[config.mk]
export PLATFORM = sky130hd
export DESIGN_NAME = mem_port_arbiter
export DESIGN_NICKNAME = d
export VERILOG_FILES = /design/src/rtl/mem_port_arbiter.sv
export SDC_FILE = /design/constraint.sdc
export NUM_CORES = 1
export LEC_CHECK = 0
export CAP_MARGIN = 20
export CORE_MARGIN = 3
export CORE_UTILIZATION = 45
export CTS_CLUSTER_DIAMETER = 80
export DETAILED_ROUTE_END_ITERATION = 12
export MAX_ROUTING_LAYER = met4
export PLACE_DENSITY_LB_ADDON = 0.25
export SKIP_LAST_GASP = 1
export SLEW_MARGIN = 20
export SYNTH_ARGS = -nofsm -noshare
export SYNTH_HDL_FRONTEND = slang
export SYNTH_SLANG_ARGS = --single-unit
[constraint.sdc]
create_clock -name clk -period 4.55 [get_ports clk]
set_clock_uncertainty 0.1 [all_clocks]
set_input_delay 0.91 -clock clk [delete_from_list [all_inputs] [get_ports clk]]
set_output_delay 0.91 -clock clk [all_outputs]
set_load 0.01 [all_outputs]
[src/rtl/mem_port_arbiter.sv]
// ---------------------------------------------------------------------------
// mem_port_arbiter
//
// Shares the single RV32I memory port between the instruction-fetch (IF)
// path and the load/store (LS) path. One access is in flight at a time:
// the winner's command is registered onto the mem_* outputs, loads and
// fetches wait READ_LATENCY cycles for memory data, and the result (or a
// store acknowledge) is returned to the owning requester as a one-cycle
// rvalid pulse.
//
// Configuration macro:
//   ARB_ROUND_ROBIN_EN - when defined, contended requests alternate
//                        between LS and IF (first contested grant goes to
//                        LS). When undefined, LS always wins over IF.
//
// Parameters:
//   READ_LATENCY  cycles from memory command edge to valid mem_data_out (1..7)
//   FETCH_FUNCT3  funct3 driven for instruction fetches
//
// Ports:
//   clk, reset_n                      clock, asynchronous active-low reset
//   if_req/if_addr                    fetch request and byte address
//   if_gnt/if_rvalid/if_rdata         fetch accept pulse, data-valid pulse, data
//   ls_req/ls_we/ls_funct3/ls_addr/ls_wdata
//                                     load/store request and command fields
//   ls_gnt/ls_rvalid/ls_rdata         LS accept pulse, data-valid/ack pulse, data
//   mem_wren/mem_funct3/mem_address/mem_data_in
//                                     registered memory command
//   mem_data_out                      memory read data
//   busy                              high whenever the FSM is not IDLE
// ---------------------------------------------------------------------------
module mem_port_arbiter #(
    parameter int unsigned READ_LATENCY = 1,
    parameter logic [2:0]  FETCH_FUNCT3 = 3'b010
) (
    input  logic        clk,
    input  logic        reset_n,

    input  logic        if_req,
    input  logic [31:0] if_addr,
    output logic        if_gnt,
    output logic        if_rvalid,
    output logic [31:0] if_rdata,

    input  logic        ls_req,
    input  logic        ls_we,
    input  logic [2:0]  ls_funct3,
    input  logic [31:0] ls_addr,
    input  logic [31:0] ls_wdata,
    output logic        ls_gnt,
    output logic        ls_rvalid,
    output logic [31:0] ls_rdata,

    output logic        mem_wren,
    output logic [2:0]  mem_funct3,
    output logic [31:0] mem_address,
    output logic [31:0] mem_data_in,
    input  logic [31:0] mem_data_out,

    output logic        busy
);

    typedef enum logic [1:0] {
        ST_IDLE   = 2'd0,
        ST_ACCESS = 2'd1,
        ST_WAIT   = 2'd2,
        ST_RESP   = 2'd3
    } state_t;

    localparam logic [2:0] LAT_C = 3'(READ_LATENCY);

    state_t     state_r;
    logic [2:0] cnt_r;
    logic       win_ls_r;   // 1 = current access belongs to LS
    logic       win_we_r;   // 1 = current access is a store
    logic       pick_ls_s;  // arbitration result for this IDLE cycle

`ifdef ARB_ROUND_ROBIN_EN
    logic       last_grant_r;  // 0 = IF granted most recently, 1 = LS
`endif

    // Arbitration: decide which requester wins if the FSM samples now.
    always_comb begin
        pick_ls_s = 1'b0;
        if (ls_req && if_req) begin
`ifdef ARB_ROUND_ROBIN_EN
            // Contention goes to whoever was not granted last.
            pick_ls_s = ~last_grant_r;
`else
            pick_ls_s = 1'b1;
`endif
        end else if (ls_req) begin
            pick_ls_s = 1'b1;
        end else begin
            pick_ls_s = 1'b0;
        end
    end

`ifdef ARB_ROUND_ROBIN_EN
    // Round-robin history: remember the most recent grant winner.
    always_ff @(posedge clk or negedge reset_n) begin
        if (!reset_n) begin
            last_grant_r <= 1'b0;
        end else if (state_r == ST_IDLE && (if_req || ls_req)) begin
            last_grant_r <= pick_ls_s;
        end else begin
            last_grant_r <= last_grant_r;
        end
    end
`endif

    // Main access FSM with all outputs registered.
    always_ff @(posedge clk or negedge reset_n) begin
        if (!reset_n) begin
            state_r     <= ST_IDLE;
            cnt_r       <= 3'd0;
            win_ls_r    <= 1'b0;
            win_we_r    <= 1'b0;
            if_gnt      <= 1'b0;
            if_rvalid   <= 1'b0;
            if_rdata    <= 32'h0000_0000;
            ls_gnt      <= 1'b0;
            ls_rvalid   <= 1'b0;
            ls_rdata    <= 32'h0000_0000;
            mem_wren    <= 1'b0;
            mem_funct3  <= 3'b000;
            mem_address <= 32'h0000_0000;
            mem_data_in <= 32'h0000_0000;
            busy        <= 1'b0;
        end else begin
            case (state_r)
                ST_IDLE: begin
                    if_gnt    <= 1'b0;
                    ls_gnt    <= 1'b0;
                    if_rvalid <= 1'b0;
                    ls_rvalid <= 1'b0;
                    mem_wren  <= 1'b0;
                    if (if_req || ls_req) begin
                        state_r  <= ST_ACCESS;
                        busy     <= 1'b1;
                        win_ls_r <= pick_ls_s;
                        if (pick_ls_s) begin
                            ls_gnt      <= 1'b1;
                            win_we_r    <= ls_we;
                            mem_wren    <= ls_we;
                            mem_funct3  <= ls_funct3;
                            mem_address <= ls_addr;
                            mem_data_in <= ls_wdata;
                        end else begin
                            if_gnt      <= 1'b1;
                            win_we_r    <= 1'b0;
                            mem_wren    <= 1'b0;
                            mem_funct3  <= FETCH_FUNCT3;
                            mem_address <= if_addr;
                            mem_data_in <= 32'h0000_0000;
                        end
                    end else begin
                        state_r <= ST_IDLE;
                        busy    <= 1'b0;
                    end
                end

                ST_ACCESS: begin
                    // Command has been presented for exactly one cycle.
                    if_gnt   <= 1'b0;
                    ls_gnt   <= 1'b0;
                    mem_wren <= 1'b0;
                    busy     <= 1'b1;
                    if (win_ls_r && win_we_r) begin
                        // Stores need no read data: acknowledge right away.
                        state_r   <= ST_RESP;
                        ls_rvalid <= 1'b1;
                    end else begin
                        state_r <= ST_WAIT;
                        cnt_r   <= LAT_C;
                    end
                end

                ST_WAIT: begin
                    busy <= 1'b1;
                    if (cnt_r <= 3'd1) begin
                        // Last latency cycle: memory data is valid now.
                        cnt_r   <= 3'd0;
                        state_r <= ST_RESP;
                        if (win_ls_r) begin
                            ls_rdata  <= mem_data_out;
                            ls_rvalid <= 1'b1;
                        end else begin
                            if_rdata  <= mem_data_out;
                            if_rvalid <= 1'b1;
                        end
                    end else begin
                        cnt_r <= cnt_r - 3'd1;
                    end
                end

                ST_RESP: begin
                    if_rvalid <= 1'b0;
                    ls_rvalid <= 1'b0;
                    busy      <= 1'b0;
                    state_r   <= ST_IDLE;
                end

                default: begin
                    state_r   <= ST_IDLE;
                    cnt_r     <= 3'd0;
                    if_gnt    <= 1'b0;
                    ls_gnt    <= 1'b0;
                    if_rvalid <= 1'b0;
                    ls_rvalid <= 1'b0;
                    mem_wren  <= 1'b0;
                    busy      <= 1'b0;
                end
            endcase
        end
    end

endmodule

# == After elaboration in Yosys (flattened, before gate mapping) ==
# Index checks and enable logic that the tools add are counted.
# Widths: inputs -> output; s select.
# totals
reg_bits,144
out_inout_bits,137
# classes
n_addsub,1
n_lt_le_gt_ge,1
eq_ne,8
muxes,30
bitwise_logic,1
reduce_logical,15
# ops
op,count
$mux 32,2
$mux 1,16
$reduce_and 3->1,4
$ne 2x2->1 const B,5
$mux 3,3
$pmux 1 s2,4
$pmux 2 s4,1
$pmux 1 s3,2
$pmux 3 s2,1
$reduce_bool 2->1,3
$eq 2x2->1 const B,2
$reduce_and 2->1,2
$reduce_or 2->1,2
$le 3x1->1 const B,1
$sub 3x1->3 const B,1
$eq 2x1->1 const B,1
$logic_and 1x1->1,2
$logic_not 2->1,1
$mux 2,1
$logic_or 1x1->1,1
$not 1->1,1

# == Longest topological paths before layout ==
# Gate-level depths: netlist of the first run.
# logic_depth
depth_word,5
mapped_depth,8

# == Worst setup path before layout of the first run ==
# Ideal clock, no wire load.
# synth_timing
kind,input to register
from,input port ls_req
to,register mem_data_in[10]
setup_ns,0.066
arrival_ns,1.807
required_time_ns,4.384
path_slack_ns,2.577
stages,4
n_path_buf,2
cell_sequence,buf_2 -> o21ai_2 -> clkbuf_1 -> a22o_1
# synth_via
elab_chain_cells,3
# synth_rtl
element,line_no,source
"start, declared",45,"input logic ls_req,"
$mux 1 / $logic_and 1x1->1 (equally long branches),"92, 85",
$mux 1,85,if (ls_req && if_req) begin
$mux 32,142,if (pick_ls_s) begin
"end signal, assigned",148,mem_data_in <= ls_wdata;
"end, declared",57,"output logic [31:0] mem_data_in,"
# Parallel ways exist; a longest one is shown, timed or not.
# A chain may end at the register's enable or synchronous reset.

# == Worst setup path after layout of the first run ==
# layout_timing
from,register state_r[0]
to,register ls_rdata[8]
# layout_via
elab_chain_cells,2
# layout_rtl
element,line_no,source
"start, declared",72,state_t state_r;
"start signal, assigned",115,state_r <= ST_IDLE;
"start signal, assigned",139,state_r <= ST_ACCESS;
"start signal, assigned",158,state_r <= ST_IDLE;
$eq 2x2->1,131,case (state_r)
$reduce_and 3->1 (no line),-,
"end signal, assigned",186,ls_rdata <= mem_data_out;
"end, declared",52,"output logic [31:0] ls_rdata,"
# No other way between the ends.

==> results of run 1 <==
[state kept, by name (all words and copies together), names as in the netlist, 2 cells and up]
name	cells
mem_funct3	3
if_rdata	32
mem_address	32
state_r	2
cnt_r	3
ls_rdata	32
mem_data_in	32
[logic make-up (layout without fill, tap and decap cells)]
| group | count (synthesis) | count (layout) | synth area share [%] |
|---|---|---|---|
| AOI/OAI and AO/OA | 85 | 85 | 9.79 |
| muxes | 99 | 99 | 20.0 |
| adders and majority gates | 6 | 6 | 1.26 |
| and+or+nand+nor | 58 | 58 | 4.55 |
| buffers and inverters | 34 | 314 | 3.77 |
| DFF | 144 | 144 | 60.6 |
[metrics by stage]
step                      setup slack, ns  hold slack, ns  instance area, um^2  power (mW)  utilization, %
after global routing                 1.83           0.398                 9410        7.24            73.6
after global placement               1.81           0.361                 8720        5.18            68.3
final                                2.00           0.382                 9410        6.86            73.6
after CTS                            2.00           0.383                 9410        6.93            73.6
after detailed placement             1.68           0.370                 8720        5.29            68.3
after floorplan                      2.58           0.359                 5940        3.72               -
[path summary, 6_finish.rpt]
check,startpoint,end,cells past startpoint
worst max-delay path,state_r[0]$_DFFE_PN0P_,ls_rdata[8]$_DFFE_PN0P_,4
worst min-delay path,mem_address[6]$_DFFE_PN0P_,mem_address[6]$_DFFE_PN0P_,2
worst max register to register,state_r[0]$_DFFE_PN0P_,ls_rdata[8]$_DFFE_PN0P_,4
worst min register to register,mem_address[6]$_DFFE_PN0P_,mem_address[6]$_DFFE_PN0P_,2
max in group asynchronous,reset_n,ls_rdata[18]$_DFFE_PN0P_,2
min in group asynchronous,reset_n,ls_rdata[29]$_DFFE_PN0P_,1
[layout make-up]
cell class,instances,area (um^2)
clock inverter,10,205
sequential,144,3600
inverter,6,22.5
timing repair buffer,277,2760
tap,172,215
fill,840,3370
clock buffer,21,480
multi-input combinational,248,2120
[layer usage]
layer | routed length, um | GRT usage (%)
met3 | 1110 | 5.97
met4 | 469 | 10.3
met5 | 0 | -
met2 | 8250 | 38.9
met1 | 6470 | 27.5
[layout by cell type (no fill, tap or decap), types with 17 or more instances in the layout]
master           synthesis  final
clkdlybuf4s50_1          0    270
a22o_1                  35     35
mux2_4                  30     30
o21ai_0                 37     37
mux2i_1                 32     32
clkbuf_16                0     17
nand2_1                 40     40
dfrtp_1                144    144
mux2_2                  35     35
[power by group through the flow]
stage | registers (mW) | clock network, mW | logic, mW
3_3_place_gp | 2.22 | 0 | 2.96
5_1_grt | 2.33 | 1.69 | 3.23
6_report | 2.26 | 1.60 | 3.01
3_5_place_dp | 2.26 | 0 | 3.03
4_1_cts | 2.26 | 1.63 | 3.04
2_1_floorplan | 2.49 | 0 | 1.23
[worst reg2reg max path, stage by stage (launching register included)]
cell     delay [ns]
dfrtp_1        0.40
inv_1          0.13
ha_1           0.37
and3_2         0.99
mux2_2         0.44
==> results.sh, run 1 <==
export IMPL_p_int_mw=4.77
export IMPL_cp_max_fo=32
export IMPL_grt_antenna_before_repair=0
export IMPL_p_per_area_nw_per_um2=730
export IMPL_synth_area_leaders="dfrtp_1 61%, mux2_4 7.6%, mux2_2 6.6%"
export IMPL_portBuffers=272
export IMPL_rsz0062_at_grt="no"
export IMPL_synthToLayoutAreaGrowth_pct=58.3
export IMPL_cts_buffers=17
export IMPL_dp_hpwl_um=11800
export IMPL_coreArea_um2=12800
export IMPL_r2r_slack_ns=2.00
export IMPL_power_switching_mw=2.09
export IMPL_clkPwrFrac_pct=23.3
export IMPL_hold_violations=0
export IMPL_start_util_pct=46.5
export IMPL_cp_cell_sequence="inv_1, ha_1, and3_2, mux2_2"
export IMPL_syn_inst=426
export IMPL_fmax_mhz=392
export IMPL_cp_top_family="simple AND/OR/NAND/NOR gates"
export IMPL_tightest_slew_ns=1.09
export IMPL_pin_count=273
export IMPL_synth_top_cell_area_share_pct=60.6
export IMPL_yosys_area_top_type="dfrtp_1"
export IMPL_fin_crit_sh_pct=56.0
export IMPL_hold_buffers=0
export IMPL_cts_root_buf="clkbuf_16"
export IMPL_clk_pin_slew_worst_paths_ns=0.06
export IMPL_period_minus_slack_ns=2.55
export IMPL_grtUsageTotal_pct=23.6
export IMPL_setup_tns_ns=0
export IMPL_dr_pass1_iters=4
export IMPL_syn_area_um2=5940
export IMPL_ant_nets=0
export IMPL_status="complete, no violations"
export IMPL_finalWirelength_um=16300
export IMPL_clockBufferDepth=2
export IMPL_final_cells=878
export IMPL_grt_max_degree=100
export IMPL_netlist_top_cells_count="144 x dfrtp_1, 40 x nand2_1, 37 x o21ai_0"
export IMPL_vias=4485
export IMPL_layout_drive_gt1_share_pct=15.3
export IMPL_grt_remaining_overflow=0
export IMPL_die_h_um=121
export IMPL_p_comb_share_pct=43.8
export IMPL_post_cts_setup_buffer_count=0
export IMPL_grt_pass1_wl_um=25600
export IMPL_required_ns=4.75
export IMPL_path_class="flop to flop"
export IMPL_syn_avg_cell_area_um2=13.9
export IMPL_dp_cells=847
export IMPL_final_setup_viol_count=0
export IMPL_cts_resized=0
export IMPL_synth_most_common_cell="dfrtp_1"
export IMPL_first_iter_violations=202
export IMPL_gp_congestion=0.799
export IMPL_grt_pass1_vias=4839
export IMPL_worstPathArrival_ns=2.75
export IMPL_synth_edf_count=0
export IMPL_synth_net_count=568
export IMPL_finalMaxSlewViolations=0
export IMPL_endpoint_kind="flop"
export IMPL_critPathBufInv=1
export IMPL_ir_worst_vdd_uv=428
export IMPL_tritoncts="built"
export IMPL_synth_warnings=0
export IMPL_cpMaxStageDelayCell="and3_2"
export IMPL_min_path_type="flop to flop"
export IMPL_cts_sinks=144
export IMPL_die_area_um2=14600
export IMPL_post_drt_wl_per_cell_um=18.6
export IMPL_h_tree_depth=4
export IMPL_slew_headroom_pct=27.6
export IMPL_ys_seq_area_share_pct=60.6
export IMPL_clk_latency_ns=0.41
export IMPL_fin_nets=836
export IMPL_cap_violations=0
export IMPL_rows=41
export IMPL_async_flop_share_pct=100
export IMPL_fp_dieW_um=121
export IMPL_viasPerCell=5.11
export IMPL_drc_errors=0
export IMPL_insertedDiodeCount=0
export IMPL_synth_seq_cells=144
export IMPL_power_frac_seq_pct=32.9
export IMPL_swShare_pct=30.5
export IMPL_synth_distinct_cells=34
export IMPL_start_kind="flop"
export IMPL_ys_flop_type="dfrtp_1"
export IMPL_cp_slowest_stage_delay_ns=0.99
export IMPL_p_leak_nw=4.15
(Power assumes the default switching activity.)
==> inputs of run 2 (changes only) <==
- CORE_UTILIZATION: 45 -> 42
- clock period: 4.55 -> 2.5 ns (I/O delays scaled with it)
==> run 2 against run 1 <==
Maximum frequency grew 25%; critical path depth grew 1; wire length shrank 2.5%; highest routed layer unchanged; non-clock buffer count grew 4; largest cell class unchanged; power grew 76%; hold slack lost 0.0089 ns; clock-buffer cell count grew 2; design area is essentially flat; die area grew 6.8%; core utilization shrank 4.3 points.
==> results.sh, run 2 (synthesis gave the netlist of run 1 again) <==
export IMPL_coreArea_um2=13600
export IMPL_worstPathArrival_ns=2.22
export IMPL_cts_sinks=144
export IMPL_clockBufferDepth=2
export IMPL_p_per_area_nw_per_um2=1290
export IMPL_fin_nets=840
export IMPL_start_util_pct=43.8
export IMPL_dp_hpwl_um=11900
export IMPL_finalMaxSlewViolations=0
export IMPL_setup_tns_ns=0
export IMPL_grt_pass1_vias=4734
export IMPL_portBuffers=272
export IMPL_period_minus_slack_ns=2.04
export IMPL_grt_use_met2_pct=33.8
export IMPL_drc_errors=0
export IMPL_layout_common_cells="270 x clkdlybuf4s50_1, 144 x dfrtp_1, 40 x nand2_1"
export IMPL_cap_violations=0
export IMPL_layout_drive_gt1_share_pct=15.3
export IMPL_pin_count=273
export IMPL_die_area_um2=15600
export IMPL_rsz0062_at_grt="no"
export IMPL_h_tree_depth=4
export IMPL_endpoint_kind="flop"
export IMPL_fin_crit_sh_pct=81.5
export IMPL_grt_max_degree=66
export IMPL_grt_pass1_wl_um=25700
export IMPL_path_class="flop to flop"
export IMPL_finalWirelength_um=15900
export IMPL_hold_violations=0
export IMPL_post_cts_setup_buffer_count=0
export IMPL_cp_max_fo=32
export IMPL_cpMaxStageDelayCell="dfrtp_1"
export IMPL_post_drt_wl_per_cell_um=17.9
export IMPL_final_common_cell="clkdlybuf4s50_1"
export IMPL_p_leak_nw=4.13
export IMPL_required_ns=2.69
export IMPL_fp_dieW_um=125
export IMPL_rows=42
export IMPL_hold_buffers=1
export IMPL_start_kind="flop"
export IMPL_viasPerCell=4.98
export IMPL_cp_slowest_stage_delay_ns=0.40
export IMPL_pre_cts_slack_ns=0.481
export IMPL_ir_worst_vdd_uv=490
export IMPL_min_path_type="primary input to flop"
export IMPL_die_h_um=125
export IMPL_ant_nets=0
export IMPL_cp_top_family="flip-flops"
export IMPL_cts_resized=0
export IMPL_tritoncts="built"
export IMPL_grtUsageTotal_pct=21.5
export IMPL_use_met3_pct=6.87
export IMPL_fmax_mhz=491
export IMPL_cts_root_buf="clkbuf_16"
export IMPL_clk_latency_ns=0.40
export IMPL_critPathBufInv=2
export IMPL_clk_pin_slew_worst_paths_ns=0.06
export IMPL_status="complete, no violations"
export IMPL_vias=4421
export IMPL_grt_antenna_before_repair=1
export IMPL_slew_headroom_pct=64.4
export IMPL_gp_congestion=0.824
export IMPL_synthToLayoutAreaGrowth_pct=58.3
export IMPL_dr_pass1_iters=4
export IMPL_cp_cell_sequence="inv_1, ha_1, nor4b_4, buf_12, mux2_2"
export IMPL_setup_slack_ns=0.463
export IMPL_grt_remaining_overflow=0
export IMPL_first_iter_violations=194
export IMPL_grt_busiest_layer="met2"
export IMPL_cts_buffers=17
export IMPL_tightest_slew_ns=0.535
export IMPL_grt_met1_usage_pct=26.3
export IMPL_final_setup_viol_count=0
-- run 2: cell types whose count changed in the layout (fill, tap and decap cells not counted), sizes merged --
cell / before / now
clkinv: 2 / 3
clkinvlp: 2 / 3
clkbuf: 21 / 23
buf: 7 / 10
inv: 6 / 7
dlygate4sd3: 0 / 1
bufinv: 6 / 2
diode: 0 / 1
-- run 2: final timing paths --
kind / depth (start not counted) / from / end / slack, ns
min: 3 / ls_req / busy$_DFF_PN0_ / 0.37
min in group asynchronous: 2 / reset_n / ls_rdata[2]$_DFFE_PN0P_ / 0.48
max reg2reg: 5 / state_r[0]$_DFFE_PN0P_ / if_rdata[18]$_DFFE_PN0P_ / 0.46
max: 5 / state_r[0]$_DFFE_PN0P_ / if_rdata[18]$_DFFE_PN0P_ / 0.46
min reg2reg: 2 / mem_address[22]$_DFFE_PN0P_ / mem_address[22]$_DFFE_PN0P_ / 0.37
max in group asynchronous: 3 / reset_n / mem_data_in[3]$_DFFE_PN0P_ / 1.18
-- run 2: layout make-up --
cell class	instances	area (um^2)
fill	980	4150
sequential	144	3600
timing repair buffer	281	2850
multi-input combinational	248	2120
clock buffer	23	478
tap	176	220
clock inverter	9	106
inverter	6	22.5
antenna	1	2.50
-- run 2: through the flow --
step           cell area (um^2)  utilization [%]  cells  total power [mW]  hold slack [ns]
5_1_grt                    9410             69.4    888              12.8            0.405
3_3_place_gp               8810             65.0    854              9.54            0.341
3_5_place_dp               8810             65.0    854              9.71            0.343
2_1_floorplan              5940                -    426              6.77            0.104
6_report                   9410             69.4    888              12.1            0.373
4_1_cts                    9410             69.4    887              12.3            0.365
-- run 2: layer usage --
metal	share of wire, %	vias to the layer above
met3	8.2	30
met1	41	2121
met2	48	214
li1	-	2056
met5	0	-
met4	2.6	0
-- run 2: power breakdown --
part	switching (mW)	internal (mW)	total, mW	leakage [nW]
logic	2.19	3.32	5.51	2.10
registers	0.660	3.46	4.12	1.75
clock network	0.932	1.55	2.48	0.280
total	3.79	8.32	12.1	4.13
-- run 2: worst reg2reg max path, stage by stage, from the launching register on --
cell,delay (ns)
dfrtp_1,0.40
inv_1,0.12
ha_1,0.35
nor4b_4,0.31
buf_12,0.25
mux2_2,0.39
==> inputs of run 3 (changes only) <==
- clock period: 2.5 -> 1.9 ns (I/O delays scaled with it)
==> run 3 against run 2 <==
Final cell count grew 0.56%; core utilization grew 0.73 points; sequential power grew 31%; sequential share of layout area shrank 0.40 points; hold slack lost 0.13 ns; setup slack lost 0.41 ns; critical endpoint is now if_rdata[14]; largest cell class unchanged.
==> results.sh, run 3 (synthesis gave the netlist of run 1 again) <==
export IMPL_swShare_pct=32.1
export IMPL_hold_violations=0
export IMPL_fin_nets=846
export IMPL_status="complete, no violations"
export IMPL_pin_count=273
export IMPL_power_switching_mw=5.16
export IMPL_insertedDiodeCount=0
export IMPL_cp_slowest_stage_delay_ns=0.55
export IMPL_p_int_mw=10.9
export IMPL_viasPerCell=4.95
export IMPL_power_frac_seq_pct=33.6
export IMPL_clk_latency_ns=0.41
export IMPL_setup_tns_ns=0
export IMPL_worstPathArrival_ns=1.37
export IMPL_cp_top_family="buffers and inverters"
export IMPL_layout_common_cells="269 x clkdlybuf4s50_1, 144 x dfrtp_1, 40 x nand2_1"
export IMPL_cts_sinks=144
export IMPL_cpMaxStageDelayCell="clkdlybuf4s50_1"
export IMPL_path_class="flop to primary output"
export IMPL_period_minus_slack_ns=1.85
export IMPL_design_area_um2=9510
export IMPL_dr_pass1_iters=4
export IMPL_grt_remaining_overflow=0
export IMPL_clockBufferDepth=2
export IMPL_cts_root_buf="clkbuf_16"
export IMPL_final_setup_viol_count=0
export IMPL_tritoncts="built"
export IMPL_drc_errors=0
export IMPL_cp_max_fo=2
export IMPL_critPathBufInv=1
export IMPL_grt_pass1_vias=4738
export IMPL_fmax_mhz=542
export IMPL_p_comb_share_pct=46.2
export IMPL_cp_cell_sequence="clkdlybuf4s50_1"
export IMPL_layout_drive_gt1_share_pct=16.6
export IMPL_cap_violations=0
export IMPL_cts_buffers=17
export IMPL_required_ns=1.42
export IMPL_tightest_slew_ns=0.429
export IMPL_die_area_um2=15600
export IMPL_finalWirelength_um=16300
export IMPL_slew_headroom_pct=71.1
export IMPL_start_util_pct=43.8
export IMPL_grtUsageTotal_pct=21.3
export IMPL_rows=42
export IMPL_endpoint_kind="primary output"
export IMPL_grt_pass1_wl_um=25500
export IMPL_min_path_type="primary input to flop"
export IMPL_fp_dieW_um=125
export IMPL_h_tree_depth=4
export IMPL_grt_antenna_before_repair=0
export IMPL_postLayoutCoreUtil_pct=70.1
export IMPL_ir_worst_vdd_uv=752
export IMPL_fin_crit_sh_pct=97.2
export IMPL_grt_max_degree=79
export IMPL_p_total_mw=16.1
export IMPL_p_leak_nw=4.19
export IMPL_placed_area_um2=8880
export IMPL_clkPwrFrac_pct=20.1
export IMPL_final_common_cell="clkdlybuf4s50_1"
export IMPL_start_kind="flop"
export IMPL_clk_pin_slew_worst_paths_ns=0.06
export IMPL_rsz0062_at_grt="no"
export IMPL_die_h_um=125
export IMPL_first_iter_violations=326
export IMPL_gp_congestion=0.802
export IMPL_finalMaxSlewViolations=0
export IMPL_coreArea_um2=13600
export IMPL_post_drt_wl_per_cell_um=18.3
export IMPL_portBuffers=272
export IMPL_ant_nets=0
export IMPL_synthToLayoutAreaGrowth_pct=60.0
export IMPL_vias=4419
export IMPL_p_per_area_nw_per_um2=1690
export IMPL_dp_hpwl_um=12000
==> run 3: changes by cell type in the layout (fill, tap and decap cells not counted), sizes merged, moves of 2 or more <==
cell | previous run | this run
clkbuf | 23 | 20
clkinv | 3 | 5
buf | 10 | 15
inv | 7 | 10
==> run 3: cell type report <==
class / count / area [um^2]
tap: 176 / 220
inverter: 6 / 22.5
clock inverter: 13 / 130
multi-input combinational: 248 / 2120
timing repair buffer: 287 / 2950
clock buffer: 19 / 453
sequential: 144 / 3600
fill: 987 / 4050
==> run 3: metrics by stage <==
| stage | instances | setup slack, ns | hold WS [ns] |
|---|---|---|---|
| 2_1_floorplan | 426 | 0.0286 | -0.0156 |
| 3_3_place_gp | 858 | 0.122 | 0.167 |
| 3_5_place_dp | 858 | 0.0609 | 0.162 |
| 4_1_cts | 891 | 0.00810 | 0.228 |
| 5_1_grt | 893 | 0.0105 | 0.263 |
| 6_report | 893 | 0.0541 | 0.247 |
==> run 3: final timing paths <==
path | slack [ns] | from | end | depth (start not counted)
max | 0.05 | if_rdata[14]$_DFFE_PN0P_ | if_rdata[14] | 1
min in group asynchronous | 0.30 | reset_n | ls_rdata[30]$_DFFE_PN0P_ | 2
min | 0.25 | ls_req | ls_gnt$_DFFE_PN0P_ | 3
max reg2reg | 0.08 | state_r[0]$_DFFE_PN0P_ | if_rdata[20]$_DFFE_PN0P_ | 6
max in group asynchronous | 0.80 | reset_n | ls_rdata[17]$_DFFE_PN0P_ | 3
min reg2reg | 0.38 | mem_address[14]$_DFFE_PN0P_ | mem_address[14]$_DFFE_PN0P_ | 2
==> run 3: power by group through the flow <==
| stage | logic, mW | registers, mW | clock network [mW] |
|---|---|---|---|
| after floorplan | 2.95 | 5.95 | 0 |
| after CTS | 7.45 | 5.42 | 3.30 |
| after global placement | 7.27 | 5.37 | 0 |
| after detailed placement | 7.43 | 5.43 | 0 |
| final | 7.43 | 5.41 | 3.24 |
| after global routing | 7.92 | 5.61 | 3.47 |
==> run 3: timing repair <==
action,CTS,global route
setup endpoints to repair,0,32
resized for setup,0,2
hold endpoints to repair,24,0
setup buffers,0,1
hold buffers,1,0
==> run 3: metal layers <==
layer  wire length [um]  share of wire, %  vias to the layer above  track usage, %
met4                218               1.3                        0            7.02
met1               6760                41                     2133            26.2
met2               8060                49                      204            33.7
li1                   -                 -                     2068               -
met3               1280               7.8                       14            6.48
met5                  0                 0                        -               -
